### src/rtl/rf_writeback_ctrl.sv
// rf_writeback_ctrl: single write-port master for the 32x32 register file.
// Single-cycle ALU results take priority. Long-latency results wait in a small
// FIFO and drain whenever the ALU leaves the port free. A per-register pending
// scoreboard lets decode stall on RAW hazards against outstanding long ops.
module rf_writeback_ctrl #(
    parameter int DEPTH        = 4,
    parameter int STARVE_LIMIT = 8
) (
    input  logic                         i_clk,
    input  logic                         i_rst,
    input  logic                         i_alu_valid,
    input  logic [4:0]                   i_alu_rd,
    input  logic [31:0]                  i_alu_data,
    input  logic                         i_lsu_valid,
    output logic                         o_lsu_ready,
    input  logic [4:0]                   i_lsu_rd,
    input  logic [31:0]                  i_lsu_data,
    input  logic                         i_issue_valid,
    input  logic [4:0]                   i_issue_rd,
    output logic [31:0]                  o_busy,
    output logic                         o_alu_stall,
    output logic [$clog2(DEPTH+1)-1:0]   o_count,
    output logic                         o_rd_wen,
    output logic [4:0]                   o_rd_waddr,
    output logic [31:0]                  o_rd_wdata
);

    localparam int PW = $clog2(DEPTH);
    localparam int CW = $clog2(DEPTH + 1);
    localparam int SW = $clog2(STARVE_LIMIT + 1);
    localparam logic [CW-1:0] FULL_CNT   = CW'(DEPTH);
    localparam logic [SW-1:0] STARVE_MAX = SW'(STARVE_LIMIT);

    logic [4:0]    fifo_rd   [DEPTH];
    logic [31:0]   fifo_data [DEPTH];
    logic [PW-1:0] wr_ptr;
    logic [PW-1:0] rd_ptr;
    logic [CW-1:0] count_q;
    logic [SW-1:0] starve_q;
    logic [31:0]   busy_q;
    logic [31:0]   busy_next;
    logic          alu_win;
    logic          fifo_ne;
    logic          push;
    logic          pop;
    logic [4:0]    head_rd;
    logic [31:0]   head_data;

    // Arbitration, handshake and status outputs.
    always_comb begin
        alu_win     = i_alu_valid && (i_alu_rd != 5'd0);
        fifo_ne     = (count_q != '0);
        o_lsu_ready = !i_rst && (count_q < FULL_CNT);
        // Results targeting x0 are accepted but never stored.
        push        = i_lsu_valid && o_lsu_ready && (i_lsu_rd != 5'd0);
        pop         = fifo_ne && !alu_win;
        head_rd     = fifo_rd[rd_ptr];
        head_data   = fifo_data[rd_ptr];
        o_count     = count_q;
        o_busy      = busy_q;
        o_alu_stall = (starve_q == STARVE_MAX);
    end

    // FIFO storage; contents need no reset since occupancy gates every read.
    always_ff @(posedge i_clk) begin
        if (push) begin
            fifo_rd[wr_ptr]   <= i_lsu_rd;
            fifo_data[wr_ptr] <= i_lsu_data;
        end
    end

    // FIFO pointers and occupancy; pointers wrap naturally at DEPTH.
    always_ff @(posedge i_clk) begin
        if (i_rst) begin
            wr_ptr  <= '0;
            rd_ptr  <= '0;
            count_q <= '0;
        end else begin
            if (push) wr_ptr <= wr_ptr + PW'(1);
            if (pop)  rd_ptr <= rd_ptr + PW'(1);
            case ({push, pop})
                2'b10:   count_q <= count_q + CW'(1);
                2'b01:   count_q <= count_q - CW'(1);
                default: count_q <= count_q;
            endcase
        end
    end

    // Registered write port: the winner of this cycle drives the RF next cycle.
    always_ff @(posedge i_clk) begin
        if (i_rst) begin
            o_rd_wen   <= 1'b0;
            o_rd_waddr <= '0;
            o_rd_wdata <= '0;
        end else if (alu_win) begin
            o_rd_wen   <= 1'b1;
            o_rd_waddr <= i_alu_rd;
            o_rd_wdata <= i_alu_data;
        end else if (pop) begin
            o_rd_wen   <= 1'b1;
            o_rd_waddr <= head_rd;
            o_rd_wdata <= head_data;
        end else begin
            o_rd_wen   <= 1'b0;
            o_rd_waddr <= '0;
            o_rd_wdata <= '0;
        end
    end

    // Scoreboard next state: clear on pop first so a same-cycle issue wins.
    always_comb begin
        busy_next = busy_q;
        if (pop) busy_next[head_rd] = 1'b0;
        if (i_issue_valid && (i_issue_rd != 5'd0)) busy_next[i_issue_rd] = 1'b1;
        busy_next[0] = 1'b0;
    end

    // Scoreboard register.
    always_ff @(posedge i_clk) begin
        if (i_rst) busy_q <= '0;
        else       busy_q <= busy_next;
    end

    // Starvation counter: counts ALU-blocked drain cycles, saturating.
    always_ff @(posedge i_clk) begin
        if (i_rst || !fifo_ne || pop) starve_q <= '0;
        else if (starve_q != STARVE_MAX) starve_q <= starve_q + SW'(1);
    end

endmodule
### config.mk
export PLATFORM = sky130hd
export DESIGN_NAME = rf_writeback_ctrl
export DESIGN_NICKNAME = d
export VERILOG_FILES = /design/src/rtl/rf_writeback_ctrl.sv
export SDC_FILE = /design/constraint.sdc
export NUM_CORES = 1
export LEC_CHECK = 0
export BUFFER_PORTS_ARGS = -buffer_cell sky130_fd_sc_hd__buf_4
export CORE_ASPECT_RATIO = 1.4
export CORE_MARGIN = 1
export CORE_UTILIZATION = 50
export DETAILED_ROUTE_END_ITERATION = 6
export PLACE_DENSITY = 0.8
export SETUP_SLACK_MARGIN = 0.05
export SLEW_MARGIN = 20
export SYNTH_ARGS = -nofsm -noshare
export SYNTH_HDL_FRONTEND = slang
export SYNTH_SLANG_ARGS = --single-unit
### constraint.sdc
create_clock -name i_clk -period 2.8 [get_ports i_clk]
set_input_delay 0.14 -clock i_clk [delete_from_list [all_inputs] [get_ports i_clk]]
set_output_delay 0.14 -clock i_clk [all_outputs]
set_load 0.005 [all_outputs]
# After elaboration in Yosys (flattened, before gate mapping)
# Memory sizes are Yosys's and may differ from the RTL's. A register that Yosys moved wholly into a read port is not among the register bits.
# Index checks and enable logic that the tools add are counted.
[totals]
reg_bits = 81
ram_bits = 148
word_cells = 65
memories = 2
[mem_list]
columns = ["name", "depth", "width", "read_ports", "rd_ports_with_merged_regs", "write_ports", "line_no", "source"]
rows = [
  ["fifo_data", 4, 32, 1, 1, 1, "35", "logic [31:0] fifo_data [DEPTH];"],
  ["fifo_rd", 4, 5, 1, 1, 1, "34", "logic [4:0] fifo_rd [DEPTH];"],
]
[classes]
add_sub_neg = 5
order_cmp = 5
n_eq_ne = 4
muxes = 19
bitwise = 3
n_reduce_logical = 18
[ops]
columns = ["operator", "n"]
rows = [
  ["32-bit 2-to-1 mux", 4],
  ["32-bit bitwise AND", 1],
  ["32-bit inverter", 1],
  ["32-bit OR", 1],
  ["5-bit nonzero test", 3],
  ["5-bit by 6-bit less-than comparator with 1-bit output (second input constant)", 2],
  ["1-bit demux with 5-bit select", 2],
  ["5-bit by 1-bit >= comparator with 1-bit output (second input constant)", 2],
  ["5-bit 2-to-1 mux", 2],
  ["1-bit logical AND", 8],
  ["2-bit 2-to-1 mux", 4],
  ["1-bit 2-to-1 mux", 6],
  ["3-bit one-hot mux with 2 select lines", 1],
  ["2-bit by 1-bit adder with 2-bit output (second input constant)", 2],
  ["4-bit by 1-bit adder with 4-bit output (second input constant)", 1],
  ["4-bit equality test (second input constant)", 1],
  ["4-bit != test (second input constant)", 1],
  ["3-bit by 1-bit adder with 3-bit output (second input constant)", 1],
  ["1-bit zero test", 3],
  ["3-bit less-than comparator (second input constant)", 1],
  ["3-bit nonzero test", 1],
  ["3-bit by 1-bit subtractor with 3-bit output (second input constant)", 1],
  ["2-bit by 1-bit equality test with 1-bit output (second input constant)", 1],
  ["2-bit equality test (second input constant)", 1],
  ["2 further kinds", 3],
]

# Depth between registers and ports, before layout
# Gate-level depths: netlist of run 1.
[depth]
ltp_word = 9
depth_mapped = 10
depth_no_buf = 9

# Worst setup path after synthesis of run 1
# Ideal clock, no wire load.
[synth_timing]
path_type = "register to register"
startpoint = "reg count_q[0] (netlist: o_count[0])"
endpoint = "reg count_q[2] (netlist: o_count[2])"
setup_time_ns = 0.070
arrival_time_ns = 2.188
slack_ns = 0.542
stages_incl_launch_ff = 11
cell_sequence = "dfxtp_1 -> or3_1 -> clkbuf_1 -> and3_1 -> clkbuf_1 -> ha_1 -> inv_1 -> fa_1 -> xor2_1 -> or3_1 -> a21oi_1"
[synth_via]
word_cells_on_any_way = 12
[synth_rtl]
columns = ["element", "line_no", "source"]
rows = [
  ["start, declared", "38", "logic [CW-1:0] count_q;"],
  ["start signal, assigned", "82", "2'b10: count_q <= count_q + CW'(1);"],
  ["start signal, assigned", "83", "2'b01: count_q <= count_q - CW'(1);"],
  ["start signal, assigned", "84", "default: count_q <= count_q;"],
  ["3-bit nonzero test *", "52", "fifo_ne = (count_q != '0);"],
  ["1-bit logical AND *", "56", "pop = fifo_ne && !alu_win;"],
  ["named net pop", "45", "logic pop;"],
  ["2-bit by 1-bit equality test with 1-bit output / 2-bit equality test (equally long branches)", "81", "case ({push, pop})"],
  ["3-bit one-hot mux with 2 select lines / 2-bit nonzero test (equally long branches)", "-", ""],
]
# Mark *: on every way through the listed nets, which the timed path passes. The rest lies on a longest branch.
# A chain may end at the register's enable or synchronous reset.

# Worst setup path in the final report of run 1
[layout_timing]
startpoint = "in i_lsu_rd[0]"
endpoint = "reg count_q[2] (netlist: o_count[2])"
[layout_via]
elab_chain_cells = 4
word_cells_on_any_way = 6
[layout_lines]
columns = ["element", "line_no", "source"]
rows = [
  ["start, declared", "16", "input logic [4:0] i_lsu_rd,"],
  ["5-bit nonzero test *", "55", "push = i_lsu_valid && o_lsu_ready && (i_lsu_rd != 5'd0);"],
  ["1-bit logical AND *", "55", ""],
  ["2-bit by 1-bit equality test with 1-bit output / 2-bit equality test (equally long branches)", "81", ""],
  ["3-bit one-hot mux with 2 select lines / 2-bit nonzero test (equally long branches)", "-", ""],
]
# Every way passes the cells marked *; elsewhere a longest branch is shown, timed or not.

==> metrics.md, run 1 <==
| Metric | Value |
|---|---|
| Status | `finished clean` |
| Finished Layout Cells | `1021` |
| Async S/R FF share, synth | `0` |
| Setup violations, final | `0` |
| Layout Skew | `0.01312 ns` |
| Routed Antenna Nets | `0` |
| Post-layout min period | `2.615 ns` |
| Clock latency on the worst-skew pair | `0.51 ns` |
| Remaining global-route overflow | `0` |
| Hold WS | `0.02963 ns` |
| Final Power | `8.212 mW` |
| Cells after Synth | `557` |
| Post-synthesis register bit count | `230` |
| Critical path, cell by cell | `dlygate4sd3_1 -> buf_4 -> or4_1 -> o211a_4 -> inv_1 -> ha_1 -> inv_1 -> fa_1 -> xor2_1 -> or3_1 -> a21oi_1` |
| DP Area | `0.01010 mm2` |
| Worst-path fanout max | `8` |
| Drt total wl | `20210 um` |
| I/O pin cnt | `159` |
| Core Area | `0.01682 mm2` |
| Final Instance Area | `0.01171 mm2` |
| Synth Cell Area | `0.008658 mm2` |
| CP Data Required Time | `3.23 ns` |
| FP Rows | `56` |
| Dpl hpwl | `12120 um` |
| PortBufs | `157` |
| Finished Core Util | `0.6961` |
| Dominant synthesized flop cell | `edfxtp_1` |
| Final period util | `0.9339` |
| Setup crit end | `o_count[2]` |
| Final setup margin | `0.1852 ns` |
| First-pass GRT wire length | `30980 um` |
| Vias | `5817` |
| WP buf/inv | `4` |
| CP arrival | `3.04 ns` |
| Number of synthesized flops with an enable pin | `148` |
| Multi-input logic area | `0.002415 mm2` |
| TritonCTS Sinks | `230` |
| Post-synth cell types | `46` |
| Area delta synth->final | `35.19%` |
| Clock Tree Root | `clkbuf_16` |
| Peak Freq | `0.3824 GHz` |
| CTS buffer count | `22` |
| Adder-cell share of the synthesized area | `0.01243` |
| Global placer's final weighted congestion | `0.8610` |
| Sequential share of the synthesized area | `0.7029` |
| N_diodes | `0` |
| Max incr delay on CP | `0.59 ns` |
| Global Route Usage Sum | `0.2272` |
| Die ar. | `0.01785 mm2` |
| CP startpoint kind | `primary input` |
| Power Dens Cells | `701.6 mW/mm2` |
| Most common cell on crit path | `inv_1` |
| Post-layout nets | `894` |
| Max_cap viols | `0` |
| CP delay by family, top | `simple AND/OR/NAND/NOR gates` |
| CP endpoint kind | `flip-flop` |
| Register area | `0.006088 mm2` |
| Final Hold Fails | `0` |
| Setup TNS | `0 ns` |
| Drt pass-1 iters | `5` |
| Die height | `157.7 um` |
| Die width | `113.2 um` |
| Fill count | `1082` |
| Setup WS pre-CTS | `0.2565 ns` |
| Post-synthesis simple-gate area fraction | `0.06460` |
| Hold Crit Class | `primary input to flip-flop` |
| Initial antenna violation count | `0` |
| Synthesized Nets | `649` |
| Critical path depth | `11` |
| Largest family of logic cells by synthesized area | `multiplexers` |
| Unrepaired setup endpoints after global routing | `no` |
| Synth Area in Compound Gates | `0.09046` |
| Placed cell count | `901` |
| Routed len/inst | `19.80 um` |
| Slew HR | `0.4966` |
| Critical R2R Capture | `o_rd_waddr[3]` |
| Share of layout cells above drive strength 1 | `0.3166` |
| Post-synthesis xor/xnor area fraction | `0.008092` |
| DRT iter0 DRCs | `490` |
| Critical path type | `primary input to flip-flop` |
| CTS tree | `built` |
| Mux cell area share after synthesis | `0.1000` |
| Path depth of the worst reg2reg path | `5` |
| Worst-Margin Slew | `0.7528 ns` |
| Worst path slowest cell | `or4_1` |
| Largest net degree at the start of global routing | `60` |
| Clock slew at reported path FFs | `0.07 ns` |
| Count of pins over their slew limit | `0` |
| Vias per inst | `5.697` |
| Average instance area after synthesis | `15.54 um2` |
| R2R setup slack | `0.36 ns` |
| Leak pwr | `4.256 nW` |
| DRC | `0` |
| CTS max path bufs | `3` |
| Worst vdd ir | `535.9 uV` |
| Vias in the first global route | `5963` |
| Initial core utilization | `0.5149` |
| Crit. Startpoint | `i_lsu_rd[0]` |
| Synth Warn # | `0` |
| # H-tree levels | `1` |
-- layout make-up --
type                       instances  share of cell area
timing repair buffer             255              0.1807
clock buffer                      24             0.04767
sequential                       230              0.5201
tap                              203             0.02170
inverter                           9            0.002886
multi-input combinational        284              0.2063
clock inverter                    16             0.02063
-- worst reg2reg max path, cell delays in order, from the launching register on --
cell           delay, ns
dfxtp_2             0.35
buf_4               0.29
mux4_2              0.76
a22oi_1             0.28
dlygate4sd3_1       0.59
nor2_1              0.04
-- layer usage --
metal,routed length (um),track usage
met1,7390,0.2595
met2,11130,0.4353
met3,1238,0.02910
met4,450,0.07707
met5,0,0
-- repair_timing --
| action | in CTS | in global routing |
|---|---|---|
| hold buffers | 80 | 0 |
| gates resized for setup | 0 | 1 |
| setup endpoints to repair | 0 | 1 |
| endpoints found under the hold margin | 190 | 0 |
| setup buffers | 0 | 0 |
-- cell families after synthesis --
kind of cell | Yosys count
flops | 230
other cells | 1
xor+xnor | 8
simple gates | 116
mux | 41
fa+ha+maj | 8
compound gates | 110
buf+inv | 43
-- how the worst min path moves through the flow --
stage,from,end,slack (ns),depth (start not counted)
5_1_grt,i_issue_rd[4],o_busy[6],0.03,4
2_1_floorplan,i_lsu_data[0],fifo_data[0][0],0.24,0
3_5_place_dp,i_lsu_data[31],fifo_data[2][31],0.34,1
6_report,i_issue_rd[3],o_busy[16],0.03,4
3_3_place_gp,i_lsu_data[18],fifo_data[2][18],0.34,1
4_1_cts,i_issue_rd[3],o_busy[16],0.003,4
-- registers in the layout, summed over array words and instances (netlist names), named ones only --
signal      cells
fifo_data     128
o_rd_wdata     32
o_busy         31
fifo_rd        20
o_rd_waddr      5
starve_q        4
o_count         3
rd_ptr          2
wr_ptr          2
o_rd_wen        1
-- cell usage in the layout (no fill, tap or decap), types with 2 or more instances in the layout --
cell,count
nand3_1,14
dlygate4sd3_1,80
o31ai_1,2
o21ai_0,2
or3b_2,2
buf_4,175
clkinv_1,5
nor3_1,3
xor2_1,4
dfxtp_2,2
nand2b_1,6
a21oi_1,47
or3_1,4
clkbuf_1,2
nor2b_1,2
ha_1,7
a22o_1,21
nand2_1,42
o41ai_1,27
bufinv_16,6
inv_1,9
mux2i_1,4
clkbuf_16,22
nand4_1,3
dfxtp_1,80
nor4bb_1,2
clkinv_2,3
mux4_2,35
and2_2,4
a311oi_1,3
nor3b_1,2
a22oi_1,2
xnor2_1,4
edfxtp_1,148
nor2_1,24
-- synthesized netlist by cell type, types with 2 or more instances --
cell type,n,share of area
nand2_1,42,0.018
xnor2_1,4,0.0040
nand3_1,14,0.0081
nand4_1,3,0.0022
nor3_1,4,0.0023
buf_6,2,0.0026
nor2_1,25,0.011
nor3b_1,2,0.0017
or3_1,4,0.0029
xor2_1,4,0.0040
nor2b_1,2,0.0014
o31ai_1,3,0.0026
dfxtp_1,82,0.19
edfxtp_1,148,0.51
buf_2,2,0.0012
buf_1,5,0.0022
a311oi_1,3,0.0030
ha_1,7,0.010
and2_1,5,0.0036
nand2b_1,6,0.0043
mux4_2,35,0.091
o41ai_1,27,0.027
or3b_2,2,0.0020
o21ai_0,2,0.0012
clkbuf_1,24,0.010
a22oi_1,2,0.0017
nor4bb_1,2,0.0023
inv_1,9,0.0039
a22o_1,21,0.021
a21oi_1,47,0.027
mux2i_1,4,0.0046
-- power breakdown --
group	internal, mW	leakage, nW	switching [mW]
Sequential	3.77	2.01	0.0634
Combinational	0.550	1.85	0.573
Clock	2.00	0.391	1.25
No activity file was read; power rests on OpenSTA's default activity.
==> inputs of run 2 (changes only) <==
--- a/config.mk
+++ b/config.mk
@@ -5,6 +5,7 @@
 export SDC_FILE = /design/constraint.sdc
 export NUM_CORES = 1
 export LEC_CHECK = 0
+export ABC_AREA = 1
 export BUFFER_PORTS_ARGS = -buffer_cell sky130_fd_sc_hd__buf_4
 export CORE_ASPECT_RATIO = 1.4
 export CORE_MARGIN = 1
==> run 2 against run 1 <==
Net effect: worst setup slack better by 0.50 ns; sequential power is 4% higher; clock skew is 0.0061 ns higher; routed wire length is 6.6% higher; final cell count is 31% higher; synthesized cell count is 53% higher; clock power is 3% lower; global-route usage is 0.23 points higher; worst hold slack better by 0.0027 ns; largest cell class unchanged; highest routed layer unchanged.
==> metrics.md, run 2 <==
| Metric | Value |
|---|---|
| Status | `finished clean` |
| N_diodes | `0` |
| Largest net degree at the start of global routing | `73` |
| CP startpoint kind | `primary input` |
| Count of pins over their slew limit | `0` |
| Core Area | `0.01754 mm2` |
| Slew HR | `0.4042` |
| Async S/R FF share, synth | `0` |
| Vias per inst | `5.218` |
| Peak Freq | `0.4736 GHz` |
| CTS tree | `built` |
| Synth Warn # | `0` |
| Hold WS | `0.03231 ns` |
| Worst-path fanout max | `9` |
| Placed cell count | `1217` |
| # Post-CTS Setup Buffers | `0` |
| Initial core utilization | `0.5171` |
| Post-layout min period | `2.112 ns` |
| Area delta synth->final | `33.18%` |
| Cells after Synth | `851` |
| Final Hold Fails | `0` |
| Share of layout cells above drive strength 1 | `0.2332` |
| Final Power | `9.353 mW` |
| CTS buffer count | `23` |
| Most common cell in the synthesized netlist | `nand2_1` |
| Routed len/inst | `16.10 um` |
| Global Route Usage Sum | `0.2294` |
| Dpl hpwl | `12750 um` |
| Hold Crit Class | `primary input to flip-flop` |
| Setup violations, final | `0` |
| DRT iter0 DRCs | `659` |
| Drt total wl | `21540 um` |
| DP Area | `0.01050 mm2` |
| Path depth of the worst reg2reg path | `10` |
| Final setup margin | `0.6883 ns` |
| Worst-Margin Slew | `0.8937 ns` |
| Global placer's final weighted congestion | `0.8125` |
| Most frequent cells in the layout | `nand2_1 (222), buf_4 (168), edfxtp_1 (148), dfxtp_1 (80), dlygate4sd3_1 (79)` |
| Drt pass-1 iters | `5` |
| CP endpoint kind | `flip-flop` |
| Critical path type | `primary input to flip-flop` |
| Most flop-heavy register | `fifo_data` |
| Top post-synthesis cells by area | `edfxtp_1 (49%), dfxtp_1 (18%), nand2_1 (9.2%)` |
| Max_cap viols | `0` |
| Final Instance Area | `0.01208 mm2` |
| Finished Layout Cells | `1338` |
| First-pass GRT wire length | `33200 um` |
| # H-tree levels | `1` |
| Post-synth cell types | `35` |
| Most common cell after layout, fill and taps aside | `nand2_1` |
| Clock slew at reported path FFs | `0.06 ns` |
| Hold Path Depth | `4` |
| Dominant synthesized flop cell | `edfxtp_1` |
| Max reg flops | `128` |
| Number of synthesized flops with an enable pin | `148` |
| Top post-synthesis cells by count | `nand2_1 (222), edfxtp_1 (148), dfxtp_1 (82)` |
| Power Dens Cells | `774.1 mW/mm2` |
| Leak pwr | `4.619 nW` |
| Cts repair resizes | `0` |
| Vias | `6982` |
| FP Rows | `57` |
| CP Data Required Time | `3.17 ns` |
| Remaining global-route overflow | `0` |
| Finished Core Util | `0.6887` |
| Routed Antenna Nets | `0` |
| Average instance area after synthesis | `10.66 um2` |
| Setup WS pre-CTS | `0.7341 ns` |
| Clock Tree Root | `clkbuf_16` |
| CP arrival | `2.48 ns` |
| Post-layout nets | `1177` |
| Post-synthesis register bit count | `230` |
| Final period util | `0.7542` |
| Synth Cell Area | `0.009072 mm2` |
| Worst vdd ir | `668.2 uV` |
| Die ar. | `0.01870 mm2` |
| Area share of the largest cell type after synthesis | `0.4899` |
| Post-synth top area cell | `edfxtp_1` |
| I/O pin cnt | `159` |
| Setup TNS | `0 ns` |
| Die height | `161.4 um` |
| CTS max path bufs | `3` |
| Synthesized Nets | `943` |
| Unrepaired setup endpoints after global routing | `no` |
| Vias in the first global route | `6841` |
| R2R setup slack | `0.80 ns` |
| TritonCTS Sinks | `230` |
| PortBufs | `157` |
| Initial antenna violation count | `0` |
| DRC | `0` |
| Layout Skew | `0.01919 ns` |
| Clock latency on the worst-skew pair | `0.51 ns` |
| Die width | `115.8 um` |
| Sequential share of the synthesized area | `0.6708` |
==> run 2: cell count changes after synthesis, sizes merged, moves of 5 or more <==
cell,change
a21oi,+32
a22o,-21
and2,-5
buf,+10
inv,+24
mux4,-36
nand2,+196
nand2b,-6
nor2,+67
o21ai,+68
o22ai,+32
o41ai,-28
==> run 2: area by class of cell <==
cell class | instances | area [um2]
multi-input cells | 548 | 2683
flip-flops and latches | 230 | 6088
fillers | 1255 | 5461
well taps | 236 | 295.3
inverters | 33 | 128.9
clock inverters | 13 | 157.7
repair buffers | 249 | 2092
clock buffers | 29 | 638.1
==> run 2: metal layers <==
| metal | track usage | up-vias | routed length [um] |
|---|---|---|---|
| met5 | 0 | - | 0 |
| met4 | 0.08858 | 0 | 439 |
| met3 | 0.03865 | 38 | 1436 |
| met2 | 0.4167 | 270 | 11440 |
| met1 | 0.2652 | 3301 | 8224 |
| li1 | - | 3373 | - |
==> run 2: path summary, 6_finish.rpt <==
kind / endpoint / from
max: o_count[2] / i_lsu_rd[3]
min: o_busy[4] / i_issue_rd[3]
max reg2reg: o_busy[7] / flip-flop
min reg2reg: o_busy[11] / o_busy[11]
==> run 2: what timing repair did <==
action                                 CTS  global route
hold buffers                            79             0
endpoints found under the hold margin  193             0
setup endpoints to repair                0             0
==> run 2: cell families (layout without fill, tap and decap cells) <==
family / Yosys count / in the layout / synth area share
and+or+nand+nor: 354 / 354 / 0.1677
DFF: 230 / 230 / 0.6708
AOI/OAI and AO/OA: 183 / 183 / 0.1096
buffers and inverters: 73 / 324 / 0.03765
adders and majority gates: 8 / 8 / 0.01186
xor gates and xnor gates: 2 / 2 / 0.001931
other: 1 / 1 / 0.0004133
==> run 2: power breakdown <==
part	switching, mW	total, mW	internal (mW)
clock	1.27	3.17	1.90
sequential	0.0986	3.97	3.87
combinational	1.40	2.21	0.809
==> run 2: worst max-delay path, cell delays in order <==
cell           delay (ns)
dlygate4sd3_1        0.56
buf_4                0.16
nor3_1               0.18
nand2_1              0.11
nand3_1              0.08
buf_4                0.20
ha_1                 0.17
inv_1                0.06
fa_1                 0.37
a21oi_1              0.14
o21ai_0              0.11
xor2_1               0.14
nor2_1               0.05
